### src/rtl/dram_req_scheduler_if.sv
// Request, issue and response signals shared by the
// two requesters, the DRAM port and the scheduler.
interface dram_req_scheduler_if #(
  parameter int CNT_W = 5
);
  logic             stall;
  logic             req0_valid;
  logic [31:0]      req0_addr_k;
  logic [31:0]      req0_addr_l;
  logic             req0_ready;
  logic             req1_valid;
  logic [31:0]      req1_addr_k;
  logic [31:0]      req1_addr_l;
  logic             req1_ready;
  logic             DRAM_valid;
  logic [31:0]      addr_k;
  logic [31:0]      addr_l;
  logic             DRAM_get;
  logic             resp0_valid;
  logic             resp1_valid;
  logic [CNT_W-1:0] outstanding;
  logic             idle;
  logic             resp_err;

  modport master (
    output stall,
    output req0_valid, req0_addr_k, req0_addr_l,
    input  req0_ready,
    output req1_valid, req1_addr_k, req1_addr_l,
    input  req1_ready,
    input  DRAM_valid, addr_k, addr_l,
    output DRAM_get,
    input  resp0_valid, resp1_valid,
    input  outstanding, idle, resp_err
  );

  modport slave (
    input  stall,
    input  req0_valid, req0_addr_k, req0_addr_l,
    output req0_ready,
    input  req1_valid, req1_addr_k, req1_addr_l,
    output req1_ready,
    output DRAM_valid, addr_k, addr_l,
    input  DRAM_get,
    output resp0_valid, resp1_valid,
    output outstanding, idle, resp_err
  );
endinterface

### src/rtl/dram_req_scheduler.sv
// Round-robin, credit-limited sharing of one DRAM port
// between two requesters, with in-order response steering.
module dram_req_scheduler #(
  parameter int MAX_OUT = 16,
  parameter int CNT_W   = 5
) (
  input logic Clk_32UI,
  input logic reset_n,
  dram_req_scheduler_if.slave bus
);
  localparam int PW = $clog2(MAX_OUT);

  logic             dv_q, dv_d;
  logic [31:0]      k_q, k_d;
  logic [31:0]      l_q, l_d;
  logic [CNT_W-1:0] out_q, out_d;
  logic             last_q, last_d;
  logic             err_q, err_d;
  logic [PW-1:0]    wr_q, wr_d;
  logic [PW-1:0]    rd_q, rd_d;
  logic [MAX_OUT-1:0] fifo_q, fifo_d;

  logic both, gsel, can_issue;
  logic rdy0, rdy1, acc, pop, head;

  always_comb begin
    both      = bus.req0_valid & bus.req1_valid;
    gsel      = both ? ~last_q : bus.req1_valid;
    can_issue = ~bus.stall
              & (out_q < CNT_W'(MAX_OUT));
    rdy0      = can_issue & bus.req0_valid & ~gsel;
    rdy1      = can_issue & bus.req1_valid & gsel;
    acc       = rdy0 | rdy1;
    pop       = bus.DRAM_get & (out_q != '0);
    head      = fifo_q[rd_q];
  end

  always_comb begin
    dv_d   = acc;
    k_d    = k_q;
    l_d    = l_q;
    last_d = last_q;
    wr_d   = wr_q;
    rd_d   = rd_q;
    fifo_d = fifo_q;
    err_d  = err_q | (bus.DRAM_get & (out_q == '0));
    out_d  = out_q + CNT_W'(acc) - CNT_W'(pop);
    if (acc) begin
      k_d          = gsel ? bus.req1_addr_k : bus.req0_addr_k;
      l_d          = gsel ? bus.req1_addr_l : bus.req0_addr_l;
      last_d       = gsel;
      fifo_d[wr_q] = gsel;
      wr_d         = wr_q + 1'b1;
    end
    if (pop) begin
      rd_d = rd_q + 1'b1;
    end
  end

  // last_q resets to 1 so requester 0 wins the first tie
  always_ff @(posedge Clk_32UI) begin
    if (!reset_n) begin
      dv_q   <= 1'b0;
      k_q    <= '0;
      l_q    <= '0;
      out_q  <= '0;
      last_q <= 1'b1;
      err_q  <= 1'b0;
      wr_q   <= '0;
      rd_q   <= '0;
      fifo_q <= '0;
    end else begin
      dv_q   <= dv_d;
      k_q    <= k_d;
      l_q    <= l_d;
      out_q  <= out_d;
      last_q <= last_d;
      err_q  <= err_d;
      wr_q   <= wr_d;
      rd_q   <= rd_d;
      fifo_q <= fifo_d;
    end
  end

  assign bus.req0_ready  = rdy0;
  assign bus.req1_ready  = rdy1;
  assign bus.DRAM_valid  = dv_q;
  assign bus.addr_k      = k_q;
  assign bus.addr_l      = l_q;
  assign bus.resp0_valid = pop & ~head;
  assign bus.resp1_valid = pop & head;
  assign bus.outstanding = out_q;
  assign bus.idle        = (out_q == '0) & ~dv_q;
  assign bus.resp_err    = err_q;
endmodule
### src/flat_wrapper.sv
// flat-port wrapper written by rule: the top's interface ports become plain ports
module dram_req_scheduler_flat 
#(
  parameter int MAX_OUT = 16,
  parameter int CNT_W   = 5
)
  (Clk_32UI, reset_n, bus_stall, bus_req0_valid, bus_req0_addr_k, bus_req0_addr_l, bus_req0_ready, bus_req1_valid, bus_req1_addr_k, bus_req1_addr_l, bus_req1_ready, bus_DRAM_valid, bus_addr_k, bus_addr_l, bus_DRAM_get, bus_resp0_valid, bus_resp1_valid, bus_outstanding, bus_idle, bus_resp_err);
  dram_req_scheduler_if #(.CNT_W(CNT_W)) bus_i ();
  input logic Clk_32UI;
  input logic reset_n;
  input wire logic [$bits(bus_i.stall)-1:0] bus_stall;
  input wire logic [$bits(bus_i.req0_valid)-1:0] bus_req0_valid;
  input wire logic [$bits(bus_i.req0_addr_k)-1:0] bus_req0_addr_k;
  input wire logic [$bits(bus_i.req0_addr_l)-1:0] bus_req0_addr_l;
  output wire logic [$bits(bus_i.req0_ready)-1:0] bus_req0_ready;
  input wire logic [$bits(bus_i.req1_valid)-1:0] bus_req1_valid;
  input wire logic [$bits(bus_i.req1_addr_k)-1:0] bus_req1_addr_k;
  input wire logic [$bits(bus_i.req1_addr_l)-1:0] bus_req1_addr_l;
  output wire logic [$bits(bus_i.req1_ready)-1:0] bus_req1_ready;
  output wire logic [$bits(bus_i.DRAM_valid)-1:0] bus_DRAM_valid;
  output wire logic [$bits(bus_i.addr_k)-1:0] bus_addr_k;
  output wire logic [$bits(bus_i.addr_l)-1:0] bus_addr_l;
  input wire logic [$bits(bus_i.DRAM_get)-1:0] bus_DRAM_get;
  output wire logic [$bits(bus_i.resp0_valid)-1:0] bus_resp0_valid;
  output wire logic [$bits(bus_i.resp1_valid)-1:0] bus_resp1_valid;
  output wire logic [$bits(bus_i.outstanding)-1:0] bus_outstanding;
  output wire logic [$bits(bus_i.idle)-1:0] bus_idle;
  output wire logic [$bits(bus_i.resp_err)-1:0] bus_resp_err;
  assign bus_i.stall = bus_stall;
  assign bus_i.req0_valid = bus_req0_valid;
  assign bus_i.req0_addr_k = bus_req0_addr_k;
  assign bus_i.req0_addr_l = bus_req0_addr_l;
  assign bus_req0_ready = bus_i.req0_ready;
  assign bus_i.req1_valid = bus_req1_valid;
  assign bus_i.req1_addr_k = bus_req1_addr_k;
  assign bus_i.req1_addr_l = bus_req1_addr_l;
  assign bus_req1_ready = bus_i.req1_ready;
  assign bus_DRAM_valid = bus_i.DRAM_valid;
  assign bus_addr_k = bus_i.addr_k;
  assign bus_addr_l = bus_i.addr_l;
  assign bus_i.DRAM_get = bus_DRAM_get;
  assign bus_resp0_valid = bus_i.resp0_valid;
  assign bus_resp1_valid = bus_i.resp1_valid;
  assign bus_outstanding = bus_i.outstanding;
  assign bus_idle = bus_i.idle;
  assign bus_resp_err = bus_i.resp_err;
  dram_req_scheduler #(.MAX_OUT(MAX_OUT), .CNT_W(CNT_W)) u_core (.Clk_32UI(Clk_32UI), .reset_n(reset_n), .bus(bus_i));
endmodule
### config.mk
export PLATFORM = sky130hd
export DESIGN_NAME = dram_req_scheduler_flat
export DESIGN_NICKNAME = d
export VERILOG_FILES = /design/src/rtl/dram_req_scheduler_if.sv /design/src/rtl/dram_req_scheduler.sv /design/src/flat_wrapper.sv
export SDC_FILE = /design/constraint.sdc
export NUM_CORES = 1
export LEC_CHECK = 0
export ABC_AREA = 1
export CORE_ASPECT_RATIO = 1.5
export CORE_MARGIN = 4
export CORE_UTILIZATION = 38
export CTS_CLUSTER_SIZE = 25
export DETAILED_ROUTE_END_ITERATION = 10
export PLACE_DENSITY = 0.86
export SLEW_MARGIN = 10
export SYNTH_ARGS = -nofsm -noshare
export SYNTH_HDL_FRONTEND = slang
export SYNTH_SLANG_ARGS = --single-unit
### constraint.sdc
create_clock -name Clk_32UI -period 3.1 [get_ports Clk_32UI]
set_input_delay 0.62 -clock Clk_32UI [delete_from_list [all_inputs] [get_ports Clk_32UI]]
set_output_delay 0.62 -clock Clk_32UI [all_outputs]
set_load 0.03 [all_outputs]
==> impl_metrics.csv, run 1 <==
group,metric,value,unit
outcome,outcome,"finished clean",
cts,hold_buffers,0,
power,vdd_drop_max,352,uV
placed_design,gp_congestion,0.824,
critical_path,crit_top_cell,"clkdlybuf4s50_1",
yosys,avgSynthCellArea,7.60,um^2
die,num_rows,49,
final_layout,layout-drive-gt1-share,0.0353,
sta,finalMaxSlewViolations,0,
power,cellLeakagePower,3.27,nW
critical_path,crit_type,"in2out",
cts,htreeDepth,3,
placed_design,hpwl,10100,um
sta,max_slew_margin,0.501,
detailed_routing,drt_pass1_iterations,4,
critical_path,path_delay_family,"buffers and inverters",
yosys,synthFlopType,"dfxtp_1",
yosys,synth_top_area_frac,0.415,
detailed_routing,dr.first_iter.drc_count,215,
detailed_routing,vias,4742,
cts,cts_resized,0,
sta,setup_ws,0.321,ns
power,finalPower,4.64,mW
yosys,syn_inst,610,
critical_path,required,2.48,ns
hold_path,hold_path.class,"reg2reg",
final_layout,syn_to_final_growth,52.9,%
global_routing,grt_pass1_wl,21700,um
sta,rsz0062_at_grt,"false",
detailed_routing,wl_per_cell,14.7,um
yosys,synth_enable_flop_cells,0,
critical_path,cp_max_fo,8,
global_routing,grt_pass1_vias,4430,
final_layout,antenna_cells,0,
die,start_util,0.388,
yosys,synth-async-reset-ratio,0,
sta,hold_violations,0,
die,die_w,98.2,um
detailed_routing,drc,0,
yosys,synth_common_cells,"194 x nand2_1, 96 x dfxtp_1, 88 x nand3_1",
detailed_routing,ant_nets,0,
sta,finalCriticalPeriod,2.78,ns
die,coreArea,12000,um^2
job,drv_cap,0,
placed_design,port_buffers,209,
die,die_h,143,um
sta,worst_slew_pin_slew,0.749,ns
cts,insertion_delay,0.33,ns
yosys,ys_types,27,
critical_path,cp_slowest_cell,"clkdlybuf4s50_1",
yosys,yosysWarnings,0,
cts,cts_setup_buffers,0,
sta,finalSetupViolCount,0,
critical_path,crit_buf_inv,2,
cts,cts.clk_slew.worst_paths,0.06,ns
cts,cts_buffer_depth,2,
critical_path,crit_chain,"clkdlybuf4s50_1 -> nand2_1 -> a21oi_1 -> clkdlybuf4s50_1",
global_routing,grt_overflow_total,0,
global_routing,grt_util_all_layers,0.189,
die,ios,210,
detailed_routing,vias_per_cell,5.01,
cts,cts_buffers,9,
cts,clock_sinks,96,
yosys,synthTopCellsByArea,"dfxtp_1 41%, nand2_1 16%, o211a_1 14%, nand3_1 9.5%, ha_1 2.7%",
yosys,ys_seq_area_frac,0.415,
yosys,synth_top_area_cell,"dfxtp_1",
final_layout,final_nets,936,
sta,fmax,360,MHz
critical_path,crit_arrival,2.16,ns
global_routing,antenna_found_initial,0,
power,powerDensity,655,nW/um^2
detailed_routing,routed_wl,13900,um
yosys,synth_most_common_cell,"nand2_1",
sta,fin_tns_setup,0,ns
global_routing,grt_max_degree,154,
cts,cts_tree,"done",
die,fp.dieArea,14100,um^2
critical_path,start_kind,"input port",
cts,cts-root-buf,"clkbuf_16",
yosys,synthesis.area,4630,um^2
sta,post-route-period-util,0.897,
final_layout,post-route-util,0.593,
placed_design,place_ws,0.207,ns
critical_path,endpoint_kind,"output pin",
yosys,synth-seq-cells,96,
sta,skew,0.00479,ns
critical_path,crit_path_max_incr_delay,0.68,ns
yosys,synth.net_count,755,
## registers in the layout, summed over array words and instances, names as in the netlist
| name | cells |
|---|---|
| u_core.last_q | 1 |
| u_core.bus.resp_err | 1 |
| u_core.bus.DRAM_valid | 1 |
| u_core.wr_q | 4 |
| u_core.rd_q | 4 |
| u_core.bus.addr_l | 32 |
| u_core.bus.addr_k | 32 |
| u_core.fifo_q | 16 |
| u_core.bus.outstanding | 5 |
## area by class of cell
| class | instances | area [um^2] |
|---|---|---|
| Tap cell | 153 | 191 |
| Sequential cell | 96 | 1920 |
| Timing Repair Buffer | 215 | 2150 |
| Multi-Input combinational cell | 439 | 2380 |
| Inverter | 30 | 113 |
| Fill cell | 1034 | 4870 |
| Clock inverter | 4 | 95.1 |
| Clock buffer | 10 | 229 |
## worst min-delay path, cell delays in order (launching register included)
cell and delay [ns]:
dfxtp_1 0.31, inv_1 0.05, a21oi_1 0.05
## cell families after synthesis
kind of cell               synth area share
xor gates and xnor gates            0.00756
and+or+nand+nor                       0.298
AOI/OAI and AO/OA                     0.177
buffers and inverters                0.0718
adders and majority gates            0.0313
DFF                                   0.415
## where the power goes
part	switching, mW	total (mW)	internal (mW)
clock network	0.445	1.22	0.778
registers	0.126	1.57	1.44
logic	1.05	1.85	0.797
total	1.62	4.64	3.02
## path summary, 6_finish.rpt
| path | startpoint | to | slack [ns] | cells past startpoint |
|---|---|---|---|---|
| worst max-delay path | bus_DRAM_get | bus_resp1_valid | 0.32 | 4 |
| worst min-delay path | u_core.bus.resp_err | u_core.bus.resp_err | 0.45 | 2 |
| worst max register to register | u_core.bus.outstanding[2] | u_core.bus.outstanding[4] | 0.61 | 13 |
| worst min register to register | u_core.bus.resp_err | u_core.bus.resp_err | 0.45 | 2 |
## routing by layer
metal / track usage / up-vias / wire [um] / part of all wire
li1: - / 2415 / - / -
met1: 0.210 / 2176 / 5210 / 0.37
met2: 0.338 / 123 / 7530 / 0.54
met3: 0.0552 / 28 / 811 / 0.058
met4: 0.0755 / 0 / 365 / 0.026
met5: 0 / - / 0 / 0
## stage by stage
step,cells,hold slack (ns),instance area (um^2)
finish,947,0.449,7090
global route,947,0.488,7090
CTS,947,0.454,7090
detailed placement,933,0.444,6760
global placement,933,0.440,6760
floorplan,610,0.437,4630
## placed cells by master (no fill, tap or decap), types with 2 or more instances in the layout
cell type,count
a31oi_1,3
inv_1,27
xnor2_1,2
clkdlybuf4s50_1,206
nor2_1,28
xor2_1,2
bufinv_16,3
ha_1,10
o211a_1,64
inv_2,2
o21ai_0,5
o21ai_1,2
nand2_4,2
buf_4,6
clkbuf_16,9
nand3_1,88
nand2_1,194
buf_12,2
nand4_1,12
a21oi_1,22
dfxtp_1,96
Power figures use the tool's default switching activity.
==> run 2: changes to the inputs <==
==> constraint.sdc (replaced) <==
create_clock -name Clk_32UI -period 3.1 [get_ports Clk_32UI]
set_input_delay 0.93 -clock Clk_32UI [delete_from_list [all_inputs] [get_ports Clk_32UI]]
set_output_delay 0.93 -clock Clk_32UI [all_outputs]
set_load 0.03 [all_outputs]
==> run 2 against run 1 <==
Compared with the run above: sequential power about the same; combinational power about the same; non-clock buffer count increased by 1; via count increased by 0.65%; sequential share of layout area increased by 0.19 points; highest routed layer unchanged; clock-buffer cell count unchanged; cell count increased by 0.32%; clock power decreased by 14%; register-to-register slack improved by 0.19 ns; worst hold slack improved by 0.0040 ns.
==> impl_metrics.csv, run 2 (synthesized netlist as in run 1, its figures left out) <==
group,metric,value,unit
cts,cts_tree,"done",
sta,hold_violations,0,
critical_path,critPathLaunch,"u_core.rd_q[0]",
detailed_routing,dr.first_iter.drc_count,251,
sta,fin_tns_setup,0,ns
critical_path,cp_slowest_cell,"dfxtp_1",
placed_design,gp_congestion,0.852,
power,powerDensity,635,nW/um^2
cts,cts-root-buf,"clkbuf_16",
sta,setup_ws,0.166,ns
cts,cts.clk_slew.worst_paths,0.07,ns
critical_path,crit_top_cell,"nand3_1",
critical_path,crit_arrival,2.00,ns
die,start_util,0.388,
global_routing,grt_pass1_wl,22300,um
critical_path,crit_type,"reg2out",
sta,max_slew_margin,0.504,
placed_design,port_buffers,209,
final_layout,seq_area,1920,um^2
sta,post-route-period-util,0.946,
cts,cts_buffer_depth,2,
global_routing,grt_overflow_total,0,
detailed_routing,drt_pass1_iterations,6,
detailed_routing,ant_nets,0,
critical_path,cp_max_fo,11,
cts,clock_sinks,96,
global_routing,grt_util_all_layers,0.195,
global_routing,grt_pass1_vias,4546,
power,vdd_drop_max,360,uV
placed_design,postPlaceCellArea,6750,um^2
critical_path,reg2reg_from,"u_core.bus.outstanding[3]",
sta,finalCriticalPeriod,2.93,ns
final_layout,syn_to_final_growth,51.9,%
final_layout,fillers,1060,
critical_path,reg2reg_to,"u_core.bus.outstanding[4]",
die,fp.dieArea,14100,um^2
critical_path,r2r_cells,13,
final_layout,final_cell_mix,"204 x clkdlybuf4s50_1, 194 x nand2_1, 96 x dfxtp_1, 88 x nand3_1, 64 x o211a_1",
placed_design,place_ws,0.0824,ns
critical_path,rrSetupSlack,0.80,ns
job,drv_cap,0,
critical_path,cp-endpoint,"bus_resp1_valid",
die,ios,210,
cts,insertion_delay,0.34,ns
detailed_routing,vias,4773,
global_routing,grt_max_degree,155,
outcome,outcome,"finished clean",
sta,finalSetupViolCount,0,
final_layout,design_area,7040,um^2
sta,fmax,341,MHz
global_routing,antenna_found_initial,0,
detailed_routing,wl_per_cell,14.8,um
die,die_w,98.2,um
critical_path,crit_chain,"clkinvlp_4 -> nand2_1 -> nand3_1 -> nand3_1 -> nand3_1 -> a21oi_1 -> buf_4",
power,cellLeakagePower,3.25,nW
final_layout,final_nets,937,
detailed_routing,vias_per_cell,5.02,
final_layout,final_common_cell,"clkdlybuf4s50_1",
sta,rsz0062_at_grt,"false",
critical_path,endpoint_kind,"output pin",
final_layout,layout-drive-gt1-share,0.0439,
detailed_routing,drc,0,
die,num_rows,49,
die,coreArea,12000,um^2
die,die_h,143,um
final_layout,multi_input_area,2380,um^2
critical_path,required,2.17,ns
sta,worst_slew_pin_slew,0.743,ns
final_layout,antenna_cells,0,
sta,finalMaxSlewViolations,0,
critical_path,crit_path_max_incr_delay,0.59,ns
cts,htreeDepth,3,
cts,cts_buffers,9,
cts,hold_buffers,0,
placed_design,hpwl,10200,um
detailed_routing,routed_wl,14100,um
sta,skew,0.00777,ns
hold_path,hold_path.class,"reg2reg",
critical_path,start_kind,"flop",
[run 2: cell types whose count changed in the layout (fill, tap and decap cells not counted), sizes merged]
| cell | delta |
|---|---|
| inv | +2 |
| clkdlybuf4s50 | -2 |
| clkinvlp | +3 |
| buf | +3 |
| bufinv | -3 |
[run 2: cell type report]
class,count,share of cell area
inverter,30,0.0165
timing repair buffer,216,0.304
clock inverter,6,0.00605
clock buffer,10,0.0340
sequential,96,0.273
tap,153,0.0272
multi-input combinational,439,0.339
[run 2: worst min path at each step]
stage / start / endpoint / slack [ns] / cells after the start
2_1_floorplan: u_core.fifo_q[7] / u_core.fifo_q[7] / 0.44 / 2
3_3_place_gp: u_core.bus.resp_err / u_core.bus.resp_err / 0.44 / 2
3_5_place_dp: u_core.bus.resp_err / u_core.bus.resp_err / 0.45 / 2
4_1_cts: u_core.bus.resp_err / u_core.bus.resp_err / 0.46 / 2
5_1_grt: u_core.fifo_q[14] / u_core.fifo_q[14] / 0.49 / 2
6_report: u_core.bus.resp_err / u_core.bus.resp_err / 0.45 / 2
[run 2: power by group]
group          total, mW  switching (mW)  internal [mW]
clock network       1.05           0.483          0.569
registers           1.58           0.138           1.44
logic               1.84            1.04          0.792
total               4.47            1.66           2.80
[run 2: worst max-delay path: cells and delay by family, from the launching register on]
family / cells / cell delay (ns)
DFF: 1 / 0.59
buffers and inverters: 2 / 0.50
and+or+nand+nor: 4 / 0.40
AOI/OAI and AO/OA: 1 / 0.16
[run 2: per-stage QoR]
stage	std cells	utilization	power [mW]	hold slack (ns)
CTS	950	0.588	4.50	0.461
floorplan	610	-	2.71	0.437
finish	950	0.589	4.47	0.453
global route	950	0.589	4.72	0.488
detailed placement	934	0.565	3.44	0.450
global placement	934	0.565	3.42	0.444
[run 2: routing by layer]
metal | global-route usage | routed length, um
met5 | 0 | 0
met4 | 0.0784 | 425
met3 | 0.0499 | 777
met2 | 0.349 | 7380
met1 | 0.219 | 5500
[run 2: what timing repair did]
item | in CTS | in global routing
endpoints found under the setup margin | 0 | 1
gates resized for setup | 0 | 1
setup buffers | 0 | 0
==> run 3: changes to the inputs <==
CORE_UTILIZATION = 42   (was 38)
CTS_CLUSTER_SIZE = 8   (was 25)
HOLD_SLACK_MARGIN = 0.05   (was default)
PLACE_DENSITY = 0.93   (was 0.86)
==> run 3 against run 2 <==
Compared with the run above: clock power is 7% higher; clock skew down 0.0024 ns; worst hold slack got worse by 0.0036 ns; clock-buffer cell count is 1 higher; combinational power barely moved; setup slack improved by 0.035 ns; die area down 8.9%; final area grew 0.36%; critical path depth down 2; core utilization is 7.1 points higher.
==> impl_metrics.csv, run 3 (synthesized netlist as in run 1, its figures left out) <==
group,metric,value,unit
outcome,outcome,"finished clean",
sta,rsz0062_at_grt,"false",
die,ios,210,
hold_path,hold_depth,2,
critical_path,crit_type,"in2out",
job,drv_cap,0,
detailed_routing,wl_per_cell,14.9,um
die,coreArea,10700,um^2
final_layout,antenna_cells,0,
placed_design,port_buffers,209,
detailed_routing,routed_wl,14100,um
final_layout,stdcell_count,944,
global_routing,grt_util_all_layers,0.216,
cts,insertion_delay,0.34,ns
sta,max_slew_margin,0.495,
detailed_routing,vias_per_cell,5.13,
critical_path,start_kind,"input port",
critical_path,endpoint_kind,"output pin",
die,start_util,0.433,
die,die_h,137,um
detailed_routing,vias,4839,
final_layout,post-route-util,0.660,
hold_path,hold_path.class,"reg2reg",
global_routing,grt_max_degree,155,
cts,cts_setup_buffers,0,
sta,finalCriticalPeriod,2.90,ns
power,cellLeakagePower,3.27,nW
cts,hold_buffers,0,
cts,htreeDepth,3,
cts,cts_buffer_depth,2,
sta,fin_tns_setup,0,ns
hold_path,hold_end,"u_core.bus.resp_err",
global_routing,grt_overflow_total,0,
detailed_routing,ant_nets,0,
sta,finalMaxSlewViolations,0,
final_layout,final_common_cell,"clkdlybuf4s50_1",
critical_path,crit_arrival,1.97,ns
cts,cts-root-buf,"clkbuf_16",
die,die_w,93.8,um
cts,cts.clk_slew.worst_paths,0.07,ns
placed_design,gp_congestion,0.844,
hold_path,worstHoldStart,"u_core.bus.resp_err",
global_routing,grt_pass1_vias,4637,
sta,skew,0.00536,ns
sta,hold_violations,0,
power,vdd_drop_max,354,uV
die,fp.dieArea,12800,um^2
cts,clock_sinks,96,
cts,cts_buffers,9,
sta,fmax,345,MHz
detailed_routing,dr.first_iter.drc_count,215,
sta,worst_slew_pin_slew,0.758,ns
placed_design,hpwl,9980,um
critical_path,required,2.17,ns
critical_path,reg2reg_from,"u_core.bus.outstanding[3]",
critical_path,r2r_cells,13,
sta,post-route-period-util,0.935,
sta,finalSetupViolCount,0,
critical_path,cp_max_fo,3,
final_layout,final_cell_mix,"204 x clkdlybuf4s50_1, 194 x nand2_1, 96 x dfxtp_1, 88 x nand3_1, 64 x o211a_1",
global_routing,antenna_found_initial,0,
final_layout,layout-drive-gt1-share,0.0450,
critical_path,reg2reg_to,"u_core.bus.outstanding[4]",
cts,cts_tree,"done",
detailed_routing,drt_pass1_iterations,5,
final_layout,syn_to_final_growth,52.4,%
cts,cts_resized,0,
placed_design,dp_cells,928,
detailed_routing,drc,0,
final_layout,final_nets,940,
critical_path,rrSetupSlack,0.81,ns
global_routing,grt_pass1_wl,22200,um
power,powerDensity,646,nW/um^2
die,num_rows,46,
[run 3: metal layers]
layer | wire length (um) | track usage | share of wire | up-vias
met1 | 5160 | 0.237 | 0.37 | 2212
li1 | - | - | - | 2421
met4 | 428 | 0.103 | 0.030 | 0
met5 | 0 | 0 | 0 | -
met2 | 7630 | 0.389 | 0.54 | 174
met3 | 845 | 0.0484 | 0.060 | 32
[run 3: how the worst max path moves through the flow]
stage | startpoint | end | slack, ns | cells past startpoint
floorplan | bus_req0_valid | bus_req0_ready | 0.31 | 6
global placement | bus_req0_valid | u_core.fifo_q[2] | 0.16 | 12
detailed placement | bus_req0_valid | u_core.bus.outstanding[4] | 0.08 | 12
CTS | bus_stall | bus_req0_ready | 0.19 | 5
global route | bus_stall | bus_req0_ready | 0.14 | 5
finish | bus_stall | bus_req0_ready | 0.20 | 5
[run 3: per-stage QoR]
stage          hold WS (ns)  instance area [um^2]  total power [mW]  setup WS (ns)
2_1_floorplan         0.437                  4630              2.71          0.305
3_3_place_gp          0.442                  6760              3.43          0.162
3_5_place_dp          0.443                  6760              3.46         0.0800
4_1_cts               0.453                  7060              4.59          0.195
5_1_grt               0.482                  7060              4.79          0.140
6_report              0.450                  7060              4.56          0.202
[run 3: cell type report]
cell class	instances	area (um^2)
clock buffer	11	243
multi-input combinational	439	2380
fill	885	3640
timing repair buffer	219	2160
clock inverter	5	56.3
sequential	96	1920
tap	144	180
inverter	30	113
[run 3: critical path: stages]
cell             delay [ns]
clkdlybuf4s50_1        0.41
nor2_2                 0.14
nand2_1                0.14
nor2_1                 0.16
buf_4                  0.18
[run 3: power breakdown]
part / internal (mW) / leakage (nW) / switching, mW
logic: 0.810 / 2.34 / 1.06
registers: 1.44 / 0.789 / 0.129
clock network: 0.647 / 0.145 / 0.477
